[src/rtl/pipeline_ctrl.sv]
// Pipeline control sequencer: stall/flush/bubble steering plus a data-memory wait FSM with watchdog.
// Optional performance counters are enabled by defining PIPE_CTRL_PERF_EN.
module pipeline_ctrl #(
  parameter int MEM_TIMEOUT = 16,
  parameter int CNT_W       = 32
) (
  input  logic             clk,
  input  logic             rst,
  input  logic             hazard_stall,
  input  logic             branch_taken_ex,
  input  logic             mem_req_mem,
  input  logic             mem_ready,
  output logic             pc_we,
  output logic             pc_sel,
  output logic             if_id_we,
  output logic             if_id_flush,
  output logic             id_ex_we,
  output logic             id_ex_bubble,
  output logic             ex_mem_we,
  output logic             mem_wb_bubble,
  output logic             mem_timeout,
`ifdef PIPE_CTRL_PERF_EN
  output logic [CNT_W-1:0] stall_cycles,
  output logic [CNT_W-1:0] flush_count,
  output logic [CNT_W-1:0] mem_wait_cycles,
`endif
  output logic [1:0]       state_o
);

  typedef enum logic [1:0] {
    ST_RUN      = 2'd0,
    ST_MEM_WAIT = 2'd1,
    ST_TIMEOUT  = 2'd2
  } state_t;

  localparam logic [7:0] TIMEOUT_C = 8'(MEM_TIMEOUT);

  if (MEM_TIMEOUT < 2 || MEM_TIMEOUT > 255 || CNT_W < 1) begin : g_bad_param
    $error("pipeline_ctrl: MEM_TIMEOUT must be 2..255 and CNT_W >= 1");
  end

  state_t     state_q, state_d;
  logic [7:0] wait_cnt_q, wait_cnt_d;
  logic [7:0] wait_inc_s;
  logic       mem_timeout_q;
  logic       frozen_s;
  logic       redirect_s;
  logic       stall_s;

  // Next-state logic; the counter holds the number of frozen cycles already spent on this access.
  always_comb begin
    state_d    = state_q;
    wait_cnt_d = wait_cnt_q;
    frozen_s   = 1'b0;
    wait_inc_s = wait_cnt_q + 8'd1;
    case (state_q)
      ST_RUN: begin
        if (mem_req_mem && !mem_ready) begin
          frozen_s   = 1'b1;
          state_d    = ST_MEM_WAIT;
          wait_cnt_d = 8'd1;
        end else begin
          state_d    = ST_RUN;
          wait_cnt_d = 8'd0;
        end
      end
      ST_MEM_WAIT: begin
        if (!mem_ready) begin
          frozen_s   = 1'b1;
          wait_cnt_d = wait_inc_s;
          if (wait_inc_s == TIMEOUT_C) begin
            state_d = ST_TIMEOUT;
          end else begin
            state_d = ST_MEM_WAIT;
          end
        end else begin
          state_d    = ST_RUN;
          wait_cnt_d = 8'd0;
        end
      end
      ST_TIMEOUT: begin
        state_d    = ST_RUN;
        wait_cnt_d = 8'd0;
      end
      default: begin
        state_d    = ST_RUN;
        wait_cnt_d = 8'd0;
      end
    endcase
  end

  assign redirect_s = !rst && !frozen_s && branch_taken_ex;
  assign stall_s    = !rst && !frozen_s && !branch_taken_ex && hazard_stall;

  // Control outputs by priority: reset, memory freeze, branch redirect, load-use stall, normal.
  always_comb begin
    pc_we         = 1'b1;
    pc_sel        = 1'b0;
    if_id_we      = 1'b1;
    if_id_flush   = 1'b0;
    id_ex_we      = 1'b1;
    id_ex_bubble  = 1'b0;
    ex_mem_we     = 1'b1;
    mem_wb_bubble = 1'b0;
    if (rst) begin
      pc_we         = 1'b0;
      if_id_we      = 1'b0;
      id_ex_we      = 1'b0;
      ex_mem_we     = 1'b0;
      if_id_flush   = 1'b1;
      id_ex_bubble  = 1'b1;
      mem_wb_bubble = 1'b1;
    end else if (frozen_s) begin
      pc_we         = 1'b0;
      if_id_we      = 1'b0;
      id_ex_we      = 1'b0;
      ex_mem_we     = 1'b0;
      mem_wb_bubble = 1'b1;
    end else if (redirect_s) begin
      pc_sel       = 1'b1;
      if_id_flush  = 1'b1;
      id_ex_bubble = 1'b1;
    end else if (stall_s) begin
      pc_we        = 1'b0;
      if_id_we     = 1'b0;
      id_ex_bubble = 1'b1;
    end else begin
      pc_sel = 1'b0;
    end
  end

  // State, wait counter and sticky watchdog flag.
  always_ff @(posedge clk) begin
    if (rst) begin
      state_q       <= ST_RUN;
      wait_cnt_q    <= 8'd0;
      mem_timeout_q <= 1'b0;
    end else begin
      state_q    <= state_d;
      wait_cnt_q <= wait_cnt_d;
      if (state_q == ST_TIMEOUT) begin
        mem_timeout_q <= 1'b1;
      end
    end
  end

  assign mem_timeout = mem_timeout_q;
  assign state_o     = state_q;

`ifdef PIPE_CTRL_PERF_EN
  localparam logic [CNT_W-1:0] CNT_MAX = {CNT_W{1'b1}};
  localparam logic [CNT_W-1:0] CNT_ONE = CNT_W'(1);

  logic [CNT_W-1:0] stall_cnt_q, flush_cnt_q, wait_cyc_q;

  // Saturating event counters.
  always_ff @(posedge clk) begin
    if (rst) begin
      stall_cnt_q <= {CNT_W{1'b0}};
      flush_cnt_q <= {CNT_W{1'b0}};
      wait_cyc_q  <= {CNT_W{1'b0}};
    end else begin
      if (stall_s && stall_cnt_q != CNT_MAX) begin
        stall_cnt_q <= stall_cnt_q + CNT_ONE;
      end
      if (redirect_s && flush_cnt_q != CNT_MAX) begin
        flush_cnt_q <= flush_cnt_q + CNT_ONE;
      end
      if (frozen_s && wait_cyc_q != CNT_MAX) begin
        wait_cyc_q <= wait_cyc_q + CNT_ONE;
      end
    end
  end

  assign stall_cycles    = stall_cnt_q;
  assign flush_count     = flush_cnt_q;
  assign mem_wait_cycles = wait_cyc_q;
`else
  // Performance counters are not built in this configuration.
`endif

endmodule

[config.mk]
export PLATFORM = sky130hd
export DESIGN_NAME = pipeline_ctrl
export DESIGN_NICKNAME = d
export VERILOG_FILES = /design/src/rtl/pipeline_ctrl.sv
export SDC_FILE = /design/constraint.sdc
export NUM_CORES = 1
export LEC_CHECK = 0
export BUFFER_PORTS_ARGS = -buffer_cell sky130_fd_sc_hd__clkbuf_2
export CAP_MARGIN = 15
export CORE_MARGIN = 5
export CORE_UTILIZATION = 25
export DETAILED_ROUTE_END_ITERATION = 10
export SLEW_MARGIN = 10
export SYNTH_ARGS = -nofsm -noshare
export SYNTH_HDL_FRONTEND = slang
export SYNTH_SLANG_ARGS = --single-unit
[constraint.sdc]
create_clock -name clk -period 4.1 [get_ports clk]
set_input_delay 1.23 -clock clk [delete_from_list [all_inputs] [get_ports clk]]
set_output_delay 1.23 -clock clk [all_outputs]
set_load 0.01 [all_outputs]
## Word level (Yosys, flattened, before mapping)

Cells that the tools add are included.

| operators by class | value |
|---|---|
| add/sub/neg operators | 1 |
| multiplexer cells | 26 |
| reduce and logical (&&, ||, !) cells | 10 |
| eq/ne operators | 3 |

Operator list:

| kind | count |
|---|---|
| 2-to-1 mux 1 bit | 20 |
| one-hot mux 8 bit (2 select lines) | 1 |
| adder 8 x 1 -> 8 bit, second input constant | 1 |
| == test 8 x 5 -> 1 bit, second input constant | 1 |
| 2-to-1 mux 8 bit | 1 |
| logical AND 1 bit | 5 |
| logical NOT 1 bit | 4 |
| 2-to-1 mux 2 bit | 2 |
| one-hot mux 2 bit (2 select lines) | 1 |
| == test 2 x 1 -> 1 bit, second input constant | 1 |
| == test 2 bit, second input constant | 1 |
| logical NOT 2 bit | 1 |
| one-hot mux 1 bit (2 select lines) | 1 |

| storage, ports and cells | value |
|---|---|
| register bits after elaboration | 11 |
| word-level logic and storage cells | 43 |
| bits of input ports | 6 |
| output and inout bits | 11 |

## Logic depth before layout (Yosys ltp)

| logic depth | value |
|---|---|
| depth after elaboration | 12 |
| depth in mapped cells | 5 |
| depth with buffers taken out | 4 |

## Worst setup path after synthesis

Ideal clock, no wire load.

| timing path | value |
|---|---|
| path kind | in2out |
| start | input mem_req_mem |
| end | output pc_we |
| data required time | 2,870 ps |
| arrival time | 2,428 ps |
| path slack | 442 ps |
| stages on the path | 5 |
| cell sequence | or2_2 a21oi_1 inv_1 a21oi_1 buf_4 |

| on the way | value |
|---|---|
| longest elaborated chain between the ends | 11 |

Ends and longest elaborated chain:

| item | line | RTL |
|---|---|---|
| from (decl) | 11 | `input logic mem_req_mem,` |
| logical AND 1 bit (*) | 58 | `if (mem_req_mem && !mem_ready) begin` |
| 2-to-1 mux 1 bit (*) | 58 |  |
| one-hot mux 1 bit (2 select lines) (*) | 56 | `case (state_q)` |
| logical NOT 1 bit | 92, 93 |  |
| logical AND 1 bit | 92, 93 |  |
| logical AND 1 bit (2 in series) | 93 | `assign stall_s = !rst && !frozen_s && !branch_taken_ex && hazard_stall;` |
| 2-to-1 mux 1 bit (2 in series) | n/a |  |
| 2-to-1 mux 1 bit (*) (2 in series) | n/a |  |
| to (decl) | 13 | `output logic pc_we,` |

Mark *: on every way between the ends. The rest lies on a longest branch, timed or not.

## Worst setup path in the final report

| timing path | value |
|---|---|
| start | input mem_req_mem |
| end | output pc_we |

| on the way | value |
|---|---|
| longest elaborated chain between the ends | 11 |

Ends and longest elaborated chain:

| item | line | RTL |
|---|---|---|
| logical AND 1 bit (*) | 58 |  |
| 2-to-1 mux 1 bit (*) | 58 |  |
| one-hot mux 1 bit (2 select lines) (*) | 56 |  |
| logical NOT 1 bit | 92, 93 |  |
| logical AND 1 bit | 92, 93 |  |
| logical AND 1 bit (2 in series) | 93 |  |
| 2-to-1 mux 1 bit | 123 | `end else if (stall_s) begin` |
| 2-to-1 mux 1 bit | 119 | `end else if (redirect_s) begin` |
| 2-to-1 mux 1 bit (*) | 113 | `end else if (frozen_s) begin` |
| 2-to-1 mux 1 bit (*) | 105 | `if (rst) begin` |

Marks and branches as above.

==> impl_metrics.csv <==
group,metric,value,unit
run_status,status,"finished, final reports clean",
min_path,hold_class,"flip-flop to flip-flop",
place,port-buffer-count,16,
synthesis,synth.area.top_cells,"dfxtp_1 (43%), a21oi_1 (6.8%), o21ai_0 (5.8%), nor2_1 (5.1%), and2_1 (3.6%)",
synthesis,synth.avg_cell_area,8.22,µm²
synthesis,ys_types,23,
min_path,hp-start,"mem_timeout",
finish,diodes,0,
clock_network,clockBufferDepth,2,
finish,nNetsFinal,89,
clock_network,cts_setup_buffers,0,
critical_path,ff2ff_setup_slack,2.52,ns
critical_path,worstSetupStartpointType,"primary input",
timing,grt_setup_unrepaired,"false",
floorplan,initial_core_util,26.4,%
grt,grt-ovfl-total,0,
critical_path,required,2.87,ns
critical_path,endpoint_kind,"primary output",
clock_network,cts_resized,0,
timing,worst_slack,0.563,ns
min_path,worstHoldEndpoint,"mem_timeout",
critical_path,arrival,2.31,ns
grt,grt_pass1_vias,449,
place,place_congestion,0.694,
pwr,p_leak,0.266,nW
timing,worstMarginPinSlew,0.325,ns
timing,fmax,0.283,GHz
synthesis,synth_area,518,µm²
synthesis,ys_seq_area_share,42.5,%
route,vias,493,
min_path,whs_path_depth,2,
flow_run,cap_viol_max_count,0,
grt,antenna_found_initial,0,
pwr,p_total,0.200,mW
clock_network,cts_hold_buffers,0,
route,ant_nets,0,
synthesis,yosysTopAreaCellShare,42.5,%
synthesis,ys_seq_elements,11,
critical_path,r2r-start,"wait_cnt_q[0]",
floorplan,ios,17,
synthesis,synth_top_area_cell,"dfxtp_1",
pwr,vdd_drop_max,0.000104,V
timing,fin_crit,3.54,ns
route,dr.first_iter.drc_count,4,
timing,clock_skew,0.00663,ns
clock_network,cts_tree,"built",
clock_network,clkTransAtPathRegs,0.07,ns
timing,hold_violations,0,
clock_network,clock_sinks,11,
finish,final_util,32.8,%
floorplan,die_y,55.5,µm
clock_network,root_buffer,"clkbuf_4",
clock_network,cts_buffers,3,
floorplan,die_area,3080,µm²
route,wl_per_cell,9.99,µm
timing,period_share,86.3,%
synthesis,syn_inst,63,
pwr,powerDensity,310,nW/µm²
grt,grt_pass1_wl,1900,µm
finish,drive_above_1_share,29.6,%
timing,relSlewSlack,78.2,%
route,drc,0,
critical_path,cp_max_fo,5,
route,firstDrtPassIters,3,
floorplan,core,1960,µm²
critical_path,r2r-end,"state_o[0]",
critical_path,r2r_cells,4,
route,routed_wl,1080,µm
route,viasPerCell,4.56,
finish,n_fill_cell,234,
timing,setup_viol,0,
critical_path,path_class,"primary input to primary output",
synthesis,ys_warn_count,0,
finish,syn2layout_area_growth,24.4,%
grt,track_usage,7.73,%
place,place_ws,0.550,ns
place,hpwl,868,µm
floorplan,die_w,55.5,µm
synthesis,syn-num-nets,70,
grt,grt_max_degree,8,
clock_network,htreeDepth,1,
floorplan,std_cell_rows,16,
timing,fin_tns_setup,0,ns
timing,slew_viol_final,0,
clock_network,clk_latency,0.27,ns
-- worst max-delay path by stage --
stage | cells after the start | end | from | slack, ns
final | 6 | pc_we | mem_req_mem | 0.56
after global routing | 6 | pc_we | mem_req_mem | 0.47
after CTS | 6 | pc_we | mem_req_mem | 0.54
after detailed placement | 6 | pc_we | mem_req_mem | 0.55
after global placement | 6 | pc_we | mem_req_mem | 0.64
after floorplan | 5 | pc_we | mem_req_mem | 0.44
-- final cells by class --
class | count | area (µm²) | share of cell area, %
timing repair buffer | 16 | 80.1 | 12.4
inverter | 4 | 15.0 | 2.33
clock inverter | 1 | 5.00 | 0.777
clock buffer | 3 | 22.5 | 3.50
sequential | 11 | 220 | 34.2
tap | 27 | 33.8 | 5.24
multi-input combinational | 46 | 268 | 41.6
-- where the power goes --
part           leakage [nW]  internal, mW  switching, mW
registers            0.0889         0.108        0.00123
logic                 0.159       0.00843         0.0113
clock network        0.0177        0.0361         0.0351
total                 0.266         0.152         0.0477
-- metal layers --
| metal | wire, µm | vias up | global-route usage, % |
|---|---|---|---|
| met1 | 482 | 224 | 7.81 |
| met5 | 0 | - | 0 |
| met4 | 0 | 0 | 3.13 |
| met3 | 114 | 0 | 5.83 |
| li1 | - | 252 | - |
| met2 | 483 | 17 | 12.0 |
-- flip-flops by register name (all words and copies together), names as in the netlist --
register	cells
mem_timeout	1
state_o	2
wait_cnt_q	8
-- cells by family (layout without fill, tap and decap cells) --
logic type | after synthesis | after routing | synth area share, %
xor gates and xnor gates | 3 | 3 | 5.07
buffers and inverters | 6 | 24 | 5.80
adders and majority gates | 1 | 1 | 2.42
and+or+nand+nor | 28 | 28 | 29.7
DFF | 11 | 11 | 42.5
AOI/OAI and AO/OA | 14 | 14 | 14.5
-- metrics by stage --
stage,cell area [µm²],std cells,hold WS [ns]
2_1_floorplan,518,63,0.458
3_3_place_gp,617,104,0.456
3_5_place_dp,617,104,0.479
4_1_cts,644,108,0.498
5_1_grt,644,108,0.529
6_report,644,108,0.491
-- cells in the final DEF, fill, tap and decap left out --
cell and instances:
nand4_1 1, nand2b_1 1, and2_1 3, o21ai_0 6, or3_1 2, or2_2 1, nor2_1 7, dfxtp_1 11
nand2_1 3, or3_2 1, nor3_1 2, nand2_2 1, nor2b_1 1, or4_4 1, inv_1 4, clkbuf_4 3
ha_1 1, clkinv_2 1, a21oi_1 7, clkbuf_2 16, nand3_1 3, and4b_1 1, xor2_1 2, xnor2_1 1
o311a_1 1
-- worst max-delay path: stages --
cell	delay, ns
clkbuf_2	0.09
or2_2	0.29
a21oi_1	0.22
inv_1	0.13
a21oi_1	0.18
clkbuf_2	0.17
-- cell usage after synthesis --
| library cell | count |
|---|---|
| or4_4 | 1 |
| or3_2 | 1 |
| or2_2 | 1 |
| ha_1 | 1 |
| nor2b_1 | 1 |
| o311a_1 | 1 |
| a21oi_1 | 7 |
| nand2_1 | 3 |
| nand3_1 | 3 |
| xor2_1 | 2 |
| buf_4 | 2 |
| and2_1 | 3 |
| nand2_2 | 1 |
| xnor2_1 | 1 |
| and4b_1 | 1 |
| nand4_1 | 1 |
| dfxtp_1 | 11 |
| nand2b_1 | 1 |
| inv_1 | 4 |
| nor3_1 | 2 |
| nor2_1 | 7 |
| o21ai_0 | 6 |
| or3_1 | 2 |
Power figures use the tool's default switching activity.
